$ cat config.mk
export PLATFORM = sky130hd
export DESIGN_NAME = full_adder32
export DESIGN_NICKNAME = d
export VERILOG_FILES = /design/src/rtl/adder_pkg.sv /design/src/rtl/cla_group.sv /design/src/rtl/full_adder32.sv
export SDC_FILE = /design/constraint.sdc
export NUM_CORES = 1
export LEC_CHECK = 0
export ABC_AREA = 1
export CAP_MARGIN = 0
export CORE_ASPECT_RATIO = 0.5
export CORE_MARGIN = 10
export CORE_UTILIZATION = 47
export CTS_BUF_LIST = sky130_fd_sc_hd__clkbuf_2
export DETAILED_ROUTE_END_ITERATION = 6
export PLACE_DENSITY_LB_ADDON = 0.2
export SETUP_SLACK_MARGIN = 0.1
export SKIP_CTS_REPAIR_TIMING = 1
export SLEW_MARGIN = 25
export SYNTH_ARGS = -nofsm -noshare
export SYNTH_HDL_FRONTEND = slang
export SYNTH_SLANG_ARGS = --single-unit
$ cat constraint.sdc
create_clock -name clk -period 0.8 [get_ports clk]
set_input_delay 0.24 -clock clk [delete_from_list [all_inputs] [get_ports clk]]
set_output_delay 0.24 -clock clk [all_outputs]
set_load 0.005 [all_outputs]
$ cat src/rtl/adder_pkg.sv
// Shared constants and reference arithmetic for the grouped carry-lookahead adder.
// Latency: n/a (package only).
// Backpressure: n/a.
// Contents: DEFAULT_WIDTH / DEFAULT_GROUP localparams and ref_add(), the exact
// (WIDTH+1)-bit sum used by benches and assertions as the golden result.
package adder_pkg;

  localparam int DEFAULT_WIDTH = 32;
  localparam int DEFAULT_GROUP = 4;

  // Exact a+b+cin in DEFAULT_WIDTH+1 bits; bit DEFAULT_WIDTH is the carry-out.
  function automatic logic [DEFAULT_WIDTH:0] ref_add(
    input logic [DEFAULT_WIDTH-1:0] a,
    input logic [DEFAULT_WIDTH-1:0] b,
    input logic                     cin
  );
    logic [DEFAULT_WIDTH:0] ax;
    logic [DEFAULT_WIDTH:0] bx;
    logic [DEFAULT_WIDTH:0] cx;
    ax = {1'b0, a};
    bx = {1'b0, b};
    cx = {{DEFAULT_WIDTH{1'b0}}, cin};
    return ax + bx + cx;
  endfunction

endpackage

$ cat src/rtl/cla_group.sv
// One carry-lookahead group: GROUP-bit sum plus group generate/propagate.
// Latency: purely combinational.
// Backpressure: none (no handshake).
// Ports: a, b (GROUP-bit operands), ci (carry into bit 0 of the group),
//        s (GROUP-bit sum), gg (group generate), gp (group propagate).
module cla_group
  import adder_pkg::*;
#(
  parameter int GROUP = DEFAULT_GROUP
) (
  input  logic [GROUP-1:0] a,
  input  logic [GROUP-1:0] b,
  input  logic             ci,
  output logic [GROUP-1:0] s,
  output logic             gg,
  output logic             gp
);

  logic [GROUP-1:0] g;
  logic [GROUP-1:0] p;
  logic [GROUP-1:0] c;   // carry into each bit of the group
  logic             pp;
  logic             t;

  assign g = a & b;
  assign p = a ^ b;

  // Every internal carry is a flat sum of products over g/p/ci rather than a
  // ripple, so each one is two logic levels deep regardless of its position:
  //   c[i] = ci&p[0..i-1] | OR_j ( g[j] & p[j+1..i-1] )
  always_comb begin
    c  = '0;
    pp = 1'b0;
    t  = 1'b0;
    c[0] = ci;
    for (int i = 1; i < GROUP; i++) begin
      pp = ci;
      for (int j = 0; j < i; j++) pp = pp & p[j];
      c[i] = pp;
      for (int j = 0; j < i; j++) begin
        t = g[j];
        for (int k = j + 1; k < i; k++) t = t & p[k];
        c[i] = c[i] | t;
      end
    end
  end

  // Group generate is the carry out of the group assuming ci=0.
  always_comb begin
    gg = 1'b0;
    for (int j = 0; j < GROUP; j++) begin
      if (j == 0) gg = g[j];
      else        gg = g[j] | (p[j] & gg);
    end
  end

  assign gp = &p;
  assign s  = p ^ c;

endmodule

$ cat src/rtl/full_adder32.sv
// Registered WIDTH-bit adder with carry-in/out built from chained lookahead groups.
// Latency: 1 cycle, operands at edge N give {cout,sum} after edge N; 1 op/clock.
// Backpressure: none, a new operation is accepted every cycle.
// Ports: clk, rst_n (async active-low), a, b (unsigned operands), cin,
//        sum (registered low WIDTH bits of a+b+cin), cout (registered bit WIDTH).
module full_adder32
  import adder_pkg::*;
#(
  parameter int WIDTH = DEFAULT_WIDTH,
  parameter int GROUP = DEFAULT_GROUP
) (
  input  logic             clk,
  input  logic             rst_n,
  input  logic [WIDTH-1:0] a,
  input  logic [WIDTH-1:0] b,
  input  logic             cin,
  output logic [WIDTH-1:0] sum,
  output logic             cout
);

  localparam int NG = WIDTH / GROUP;

  logic [NG:0]      gc;     // carry into each group; gc[NG] is the final carry
  logic [NG-1:0]    gg;
  logic [NG-1:0]    gp;
  logic [WIDTH-1:0] sum_c;

  assign gc[0] = cin;

  for (genvar k = 0; k < NG; k++) begin : g_grp
    cla_group #(.GROUP(GROUP)) u_grp (
      .a  (a[k*GROUP +: GROUP]),
      .b  (b[k*GROUP +: GROUP]),
      .ci (gc[k]),
      .s  (sum_c[k*GROUP +: GROUP]),
      .gg (gg[k]),
      .gp (gp[k])
    );
    // Group-level chain: only NG stages deep, each a single AND-OR.
    assign gc[k+1] = gg[k] | (gp[k] & gc[k]);
  end

  always_ff @(posedge clk or negedge rst_n) begin
    if (!rst_n) begin
      sum  <= '0;
      cout <= 1'b0;
    end else begin
      sum  <= sum_c;
      cout <= gc[NG];
    end
  end

endmodule

# After elaboration in Yosys (flattened, before gate mapping)
# Cells that the tools add are included.
[word_totals]
out_inout_bits = 33
in_bits = 67
regBits = 33
[op_classes]
reduce_logical = 8
bitwise_logic = 176
[ops]
columns = ["operator", "count"]
rows = [
  ["bitwise OR 1 bit", 80],
  ["bitwise AND 1 bit", 72],
  ["XOR 4 bit", 16],
  ["bitwise AND 4 bit", 8],
  ["AND reduction 4 bit", 8],
]

# Longest topological paths before layout
# Gate-level depths: netlist (run 1).
[depth]
depth_word = 27
ltp_mapped = 24
ltp_nobuf = 24

# Hierarchy
# A second synthesis (run 1) with hierarchy kept.
[hier_totals]
cells_unflattened = 321
hier_area_um2 = 2631.3
[by_module_without_submodules]
columns = ["mod", "seq_area_each_um2", "cells_each", "instances", "area_each_um2"]
rows = [
  ["full_adder32", 825.8, 57, 1, 948.4],
  ["cla_group at g_grp[4].u_grp ...", 0.0, 33, 4, 206.4],
  ["cla_group at g_grp[0].u_grp ...", 0.0, 32, 2, 212.7],
  ["cla_group at g_grp[3].u_grp", 0.0, 36, 1, 227.7],
  ["cla_group at g_grp[2].u_grp", 0.0, 32, 1, 203.9],
]

# Worst setup path before layout (run 1)
# Ideal clock, no wire load.
[synth_timing]
path_kind = "input to register"
from = "input a[1]"
to = "register sum[29]"
path_stages = 21
setup_time_ps = 126
t_arrival_ps = 2234
n_path_buf = 0
setup_slack_ps = -1560
required_time_ps = 674
cell_sequence = "ha_1 nand2_1 nand2_1 nand2_1 nand2_1 nand2_1 nand3_2 nand2_2 nand2_2 nand2_2 nand2_2 nand2_2 nand2_2 nand2_2 nand2_2 nand2_2 nand2_2 nand2_2 nand2_2 fa_1 xor2_1"
[synth_via]
elab_chain_len = 23
elab_cells_between_ends = 26
classes_between = "25 x bitwise; 1 x reduce/logical"
[synth_lines]
columns = ["item", "line_no", "rtl"]
rows = [
  ["start, declared", "full_adder32.sv:14", "input logic [WIDTH-1:0] a,"],
  ["XOR 4 bit", "cla_group.sv:26", "assign p = a ^ b;"],
  ["bitwise AND 1 bit", "cla_group.sv:53", "else gg = g[j] | (p[j] & gg);"],
  ["bitwise OR 1 bit", "cla_group.sv:53", ""],
  ["bitwise AND 1 bit", "cla_group.sv:53", ""],
  ["bitwise OR 1 bit", "cla_group.sv:53", ""],
  ["bitwise AND 1 bit", "cla_group.sv:53", ""],
  ["bitwise OR 1 bit", "cla_group.sv:53", ""],
  ["bitwise OR 1 bit (*)", "full_adder32.sv:40", "assign gc[k+1] = gg[k] | (gp[k] & gc[k]);"],
  ["[8 not listed]", "--", ""],
  ["bitwise AND 1 bit (*)", "full_adder32.sv:40", ""],
  ["bitwise OR 1 bit (*)", "full_adder32.sv:40", ""],
  ["bitwise AND 1 bit (*)", "full_adder32.sv:40", ""],
  ["bitwise OR 1 bit (*)", "full_adder32.sv:40", ""],
  ["bitwise AND 1 bit (*)", "cla_group.sv:38", "for (int j = 0; j < i; j++) pp = pp & p[j];"],
  ["bitwise OR 1 bit (*)", "cla_group.sv:43", "c[i] = c[i] | t;"],
  ["XOR 4 bit (*)", "cla_group.sv:58", "assign s = p ^ c;"],
  ["via g_grp[7].u_grp.s[1]", "cla_group.sv:14", "output logic [GROUP-1:0] s,"],
  ["end signal, assigned", "full_adder32.sv:48", "sum <= sum_c;"],
  ["end, declared", "full_adder32.sv:17", "output logic [WIDTH-1:0] sum,"],
]
# The timed path passes the listed nets; every way through them passes the cells marked *.

# Worst setup path after layout (run 1)
[layout_timing]
from = "input a[14]"
to = "register sum[29]"
[layout_via]
elab_chain_len = 15
elab_cells_between_ends = 18
classes_between = "17 x bitwise; 1 x reduce/logical"
[layout_lines]
columns = ["item", "line_no"]
rows = [
  ["XOR 4 bit", "cla_group.sv:26"],
  ["bitwise AND 1 bit", "cla_group.sv:53"],
  ["bitwise OR 1 bit", "cla_group.sv:53"],
  ["bitwise AND 1 bit", "cla_group.sv:53"],
  ["bitwise OR 1 bit", "cla_group.sv:53"],
  ["bitwise OR 1 bit (*)", "full_adder32.sv:40"],
  ["bitwise AND 1 bit (*)", "full_adder32.sv:40"],
  ["bitwise OR 1 bit (*)", "full_adder32.sv:40"],
  ["bitwise AND 1 bit (*)", "full_adder32.sv:40"],
  ["bitwise OR 1 bit (*)", "full_adder32.sv:40"],
  ["bitwise AND 1 bit (*)", "full_adder32.sv:40"],
  ["bitwise OR 1 bit (*)", "full_adder32.sv:40"],
  ["bitwise AND 1 bit (*)", "cla_group.sv:38"],
  ["bitwise OR 1 bit (*)", "cla_group.sv:43"],
  ["XOR 4 bit (*)", "cla_group.sv:58"],
  ["via g_grp[7].u_grp.s[1]", "cla_group.sv:14"],
]
# Marks and branches as above.

==> reports/results.tsv, run 1 <==
metric	value	unit
Final setup viols	64	
Lkg Pwr	2.12	nW
crit end category	register	
Post-synth EDFFs	0	
final WL	8050	um
Most used DFF post-synth	dfrtp_1	
P per Cell Area	1380	nW/um2
number of global-route vias before repair	2325	
initial DRC count	56	
Peak Freq	482	MHz
core area	4470	um2
final net count	488	
Internal	0.00363	W
Worst Path Max Fanout	3	
Flop pwr share	0.380	
die area	8020	um2
synthesized cell area	2210	um2
setup ws final	-1.28	ns
Post-Route Setup TNS	-38.52	ns
measured slew at the worst slew-check pin	0.319	ns
Core Rows	17	
clock sink total	33	
post-DP HPWL	5750	um
Post-synth top cells	ha_1 (40), nand2_1 (36), dfrtp_1 (33)	
count leader, synth	ha_1	
Synth cell types	20	
clock power share	0.143	
clk buf depth	2	
violated checks	setup timing	
largest area contributor in the netlist	dfrtp_1	
Cells after Synth	205	
WHS	0.187	ns
period utilisation layout	2.59	
Slew headroom	0.787	
required time of the critical path	1.08	ns
status	finished, violations left	
Die X	117	um
filler instances	177	
first-pass GRT wire length	10500	um
synthesis-stage register bit count	33	
Routed Antenna Nets	0	
Worst-path clk slew	0.20	ns
# port buffers	99	
crit path DAT	2.36	ns
syn nets	320	
initial antenna violation count	1	
TritonRoute pass-1 iters	4	
Worst Setup Start Kind	primary input	
vias	2167	
die height	68.5	um
pin count of the biggest net entering global routing	26	
post-place setup slack	-2.01	ns
Yosys top cell area share	0.373	
Hold WC Path Type	primary input to asynchronous set/reset pin	
Synth-to-Final Area Change	83.4	%
switching share of power	0.353	
Async SR Flop Fraction	1.00	
mean area per synthesized cell	10.8	um2
number of CTS-inserted buffers	5	
sw power	0.00198	W
GR Util All Layers	0.168	
RePlAce Congestion	0.770	
worst setup path class	primary input to register	
vias per cell	5.04	
drt drc	0	
Final min period	2.08	ns
Combinational Power Share	0.477	
IO Pins	100	
Ys Warns	0	
Slew Viols, Final	0	
unrepaired setup endpoints after global routing	yes	
layout cell share with drive strength beyond 1	0.519	
H-tree Lvls	2	
CTS tree	built	
Seq/Total Area, Yosys	0.373	
grt ovf	0	
final core occ	0.909	
Worst VDD drop	0.734	mV
Final Hold Fails	0	
wire per inst	18.7	um
root buffer cell	clkbuf_2	
Max-Cap Viols	0	
Starting Density	0.496	
top cells by area, synth	dfrtp_1 (37%), ha_1 (23%), fa_1 (7.2%)	
==> path summary, 6_finish.rpt <==
path | endpoint | depth (start not counted) | start
max | sum[29]$_DFF_PN0_ | 14 | a[14]
min | sum[15]$_DFF_PN0_ | 2 | rst_n
max in group asynchronous | sum[27]$_DFF_PN0_ | 2 | rst_n
min in group clk | sum[3]$_DFF_PN0_ | 3 | b[3]
==> cell type report <==
cell class | count | area [um2] | area share
multi-input cells | 161 | 1730 | 0.426
inverters | 11 | 48.8 | 0.0120
clock inverters | 1 | 5.00 | 0.00123
flip-flops and latches | 33 | 826 | 0.203
well taps | 57 | 71.3 | 0.0176
clock buffers | 5 | 25.0 | 0.00617
diodes | 1 | 2.50 | 0.000617
repair buffers | 161 | 1350 | 0.333
==> routing by layer <==
layer  track usage  share of wire  vias to the layer above
li1              -              -                     1007
met1         0.147           0.35                     1065
met2         0.365           0.56                       71
met3        0.0422          0.047                       24
met4        0.0596          0.040                        0
met5             0              0                        -
==> metrics by stage <==
step | total power (W) | instances | area (um2)
final | 0.00561 | 430 | 4060
after global routing | 0.00596 | 430 | 4060
after CTS | 0.00562 | 425 | 3860
after detailed placement | 0.00486 | 419 | 3830
after global placement | 0.00473 | 419 | 3830
after floorplan | 0.00312 | 205 | 2320
==> state kept, by name, summed over array words and instances (netlist names) <==
name and flops:
cout 1, sum 32
==> cells in the final DEF (no fill, tap or decap), drive strengths merged <==
master	count
ha	40
nor2	12
inv	11
fa	8
xnor2	9
clkdlybuf4s50	34
buf	66
xor2	15
dlymetal6s2s	23
nand3	3
o21bai	1
a21oi	15
clkinv	1
nand2	50
a211oi	5
dfrtp	33
nand4	1
clkbuf	43
diode	1
a21o	2
==> cells by family after synthesis <==
family | count (synthesis) | synth area share
AND/OR/NAND/NOR | 66 | 0.142
adder cells (fa/ha/maj) | 48 | 0.298
flip-flops | 33 | 0.373
XOR/XNOR | 24 | 0.0950
AO/OA/AOI/OAI | 23 | 0.0724
buffers and inverters | 11 | 0.0187
==> critical path, stage by stage <==
cell and delay, ns:
clkdlybuf4s50_1 0.51, ha_4 0.22, nand2_4 0.07, nor2_4 0.05, a211oi_4 0.21, nand2_2 0.08
nand2_2 0.07, nand2_2 0.05, nand2_2 0.09, nand2_4 0.07, nand2_4 0.08, nand2_4 0.06
fa_2 0.36, xor2_1 0.18
==> power by group through the flow <==
stage                     Sequential (W)  Combinational [W]  Clock [W]
after global routing             0.00216            0.00290   0.000894
after detailed placement         0.00217            0.00270          0
after global placement           0.00215            0.00258          0
final                            0.00213            0.00267   0.000803
after floorplan                  0.00220           0.000918          0
after CTS                        0.00213            0.00271   0.000788
No activity file was read; power rests on OpenSTA's default activity.
==> run 2, diff against run 1 <==
- CAP_MARGIN: 0 -> 30
- SKIP_CTS_REPAIR_TIMING: 1 -> not set
==> run 2 against run 1 <==
Compared with the run above: the run still ends with setup timing left; routed wire length is 14% higher; flip-flop and latch count did not move; count of clock-buffer cells in the layout unchanged; final area grew 0.15%; critical path depth rose by 8; via count increased by 6.1%; maximum frequency fell by 0.64%; largest power group unchanged.
==> reports/results.tsv, run 2 (synthesized netlist as in run 1, its figures left out) <==
metric	value	unit
setup ws final	-1.29	ns
initial DRC count	101	
Hold WC Path Type	primary input to asynchronous set/reset pin	
final net count	503	
initial antenna violation count	0	
IO Pins	100	
number of global-route vias before repair	2607	
Combinational Power Share	0.487	
Slew Viols, Final	0	
TritonRoute pass-1 iters	7	
Final setup viols	64	
violated checks	setup timing	
Worst Path Max Fanout	3	
Synth-to-Final Area Change	83.7	%
post-DP HPWL	5750	um
Final Hold Fails	0	
Die X	117	um
first-pass GRT wire length	13200	um
crit path DAT	2.40	ns
pin count of the biggest net entering global routing	26	
switching share of power	0.361	
final WL	9180	um
Lkg Pwr	1.99	nW
worst-path cell chain	buf_6, ha_4, nand2_4, nand2_2, nand2_2, nand2_1, nand2_1, nand3_2, nand2_2, nand2_2, nand2_2, nand2_2, nand2_2, nand2_2, nand2_2, nand2_2, nand2_2, nand2_4, nand2_4, nand2_4, fa_2, xor2_1	
die area	8020	um2
Core Rows	17	
Max-Cap Viols	0	
Most common cell on crit path	nand2_2	
WP buf/inv	1	
Final min period	2.09	ns
period utilisation layout	2.61	
post-place setup slack	-2.01	ns
Placed Cells	419	
worst setup path class	primary input to register	
Diodes inserted	0	
grt ovf	0	
status	finished, violations left	
filler instances	182	
Internal	0.00369	W
crit end category	register	
CTS tree	built	
sw power	0.00209	W
H-tree Lvls	2	
slowest CP cell	fa_2	
vias	2299	
required time of the critical path	1.11	ns
commonest non-fill, non-tap cell in the layout	buf_4	
Starting Density	0.496	
vias per cell	5.18	
CP peak stage delay	0.35	ns
Routed Antenna Nets	0	
GR Util All Layers	0.213	
Worst Setup Start Kind	primary input	
clock power share	0.144	
cell family with most CP delay	simple AND/OR/NAND/NOR gates	
most frequent cells in the layout	buf_4 (73), buf_2 (39), dfrtp_1 (33), clkdlybuf4s50_1 (33)	
Worst VDD drop	0.733	mV
Flop pwr share	0.369	
drt drc	0	
P per Cell Area	1420	nW/um2
die height	68.5	um
core area	4470	um2
max FFs per register	32	
Worst-path clk slew	0.21	ns
Peak Freq	479	MHz
clk buf depth	2	
measured slew at the worst slew-check pin	0.271	ns
# port buffers	99	
Regs by FF count	sum x32, cout x1	
clock sink total	33	
# hold bufs at CTS	0	
unrepaired setup endpoints after global routing	yes	
PnR Total Power	0.00578	W
number of CTS-inserted buffers	5	
Reg with most FFs	sum	
Layout Cells excl Fill	444	
wire per inst	20.7	um
RePlAce Congestion	0.770	
Slew headroom	0.819	
root buffer cell	clkbuf_2	
layout cell share with drive strength beyond 1	0.543	
run 2: cell types whose count changed in the layout (fill, tap and decap cells not counted), sizes merged:
cell           before  now
clkdlybuf4s15       0    7
diode               1    0
dlymetal6s2s       23    0
buf                66  120
dlygate4sd2         0   14
clkdlybuf4s50      34   33
clkbuf             43    7
run 2: final cells by class:
cell class | instances | area, um2 | area share
Clock inverter | 1 | 5.00 | 0.00123
Clock buffer | 5 | 25.0 | 0.00616
Tap cell | 57 | 71.3 | 0.0175
Sequential cell | 33 | 826 | 0.203
Inverter | 11 | 51.3 | 0.0126
Multi-Input combinational cell | 161 | 1710 | 0.421
Timing Repair Buffer | 176 | 1380 | 0.339
run 2: worst paths after layout:
check,from,to,slack [ns],cells past startpoint
max,a[1],sum[29]$_DFF_PN0_,-1.29,22
min,rst_n,sum[17]$_DFF_PN0_,0.17,2
max in group asynchronous,rst_n,sum[27]$_DFF_PN0_,0.45,2
min in group clk,a[9],sum[9]$_DFF_PN0_,0.24,4
run 2: stage by stage:
| step | hold slack, ns | TNS [ns] | cell area (um2) | util |
|---|---|---|---|---|
| after CTS | 0.186 | -37.60 | 3990 | 0.894 |
| after global placement | 0.632 | -57.97 | 3830 | 0.858 |
| after detailed placement | 0.640 | -60.31 | 3830 | 0.858 |
| final | 0.166 | -41.93 | 4070 | 0.910 |
| after global routing | 0.142 | -44.39 | 4070 | 0.910 |
| after floorplan | -0.0556 | -30.33 | 2320 | - |
run 2: power groups by stage:
stage          Combinational (W)  Sequential (W)  Clock (W)
2_1_floorplan           0.000918         0.00220          0
3_3_place_gp             0.00258         0.00215          0
3_5_place_dp             0.00270         0.00217          0
4_1_cts                  0.00258         0.00211   0.000788
5_1_grt                  0.00301         0.00217   0.000887
6_report                 0.00282         0.00213   0.000831
run 2: timing repair:
item,CTS,global route
endpoints found under the setup margin,66,65
resized for setup,250,16
buffers inserted,15,7
pin swaps,48,31
run 2: per-layer routing:
metal  part of all wire  vias to the layer above  global-route usage
met1               0.36                     1140               0.201
met5                  0                        -                   0
li1                   -                     1037                   -
met2               0.55                       92               0.440
met3              0.055                       30              0.0508
met4              0.035                        0              0.0948
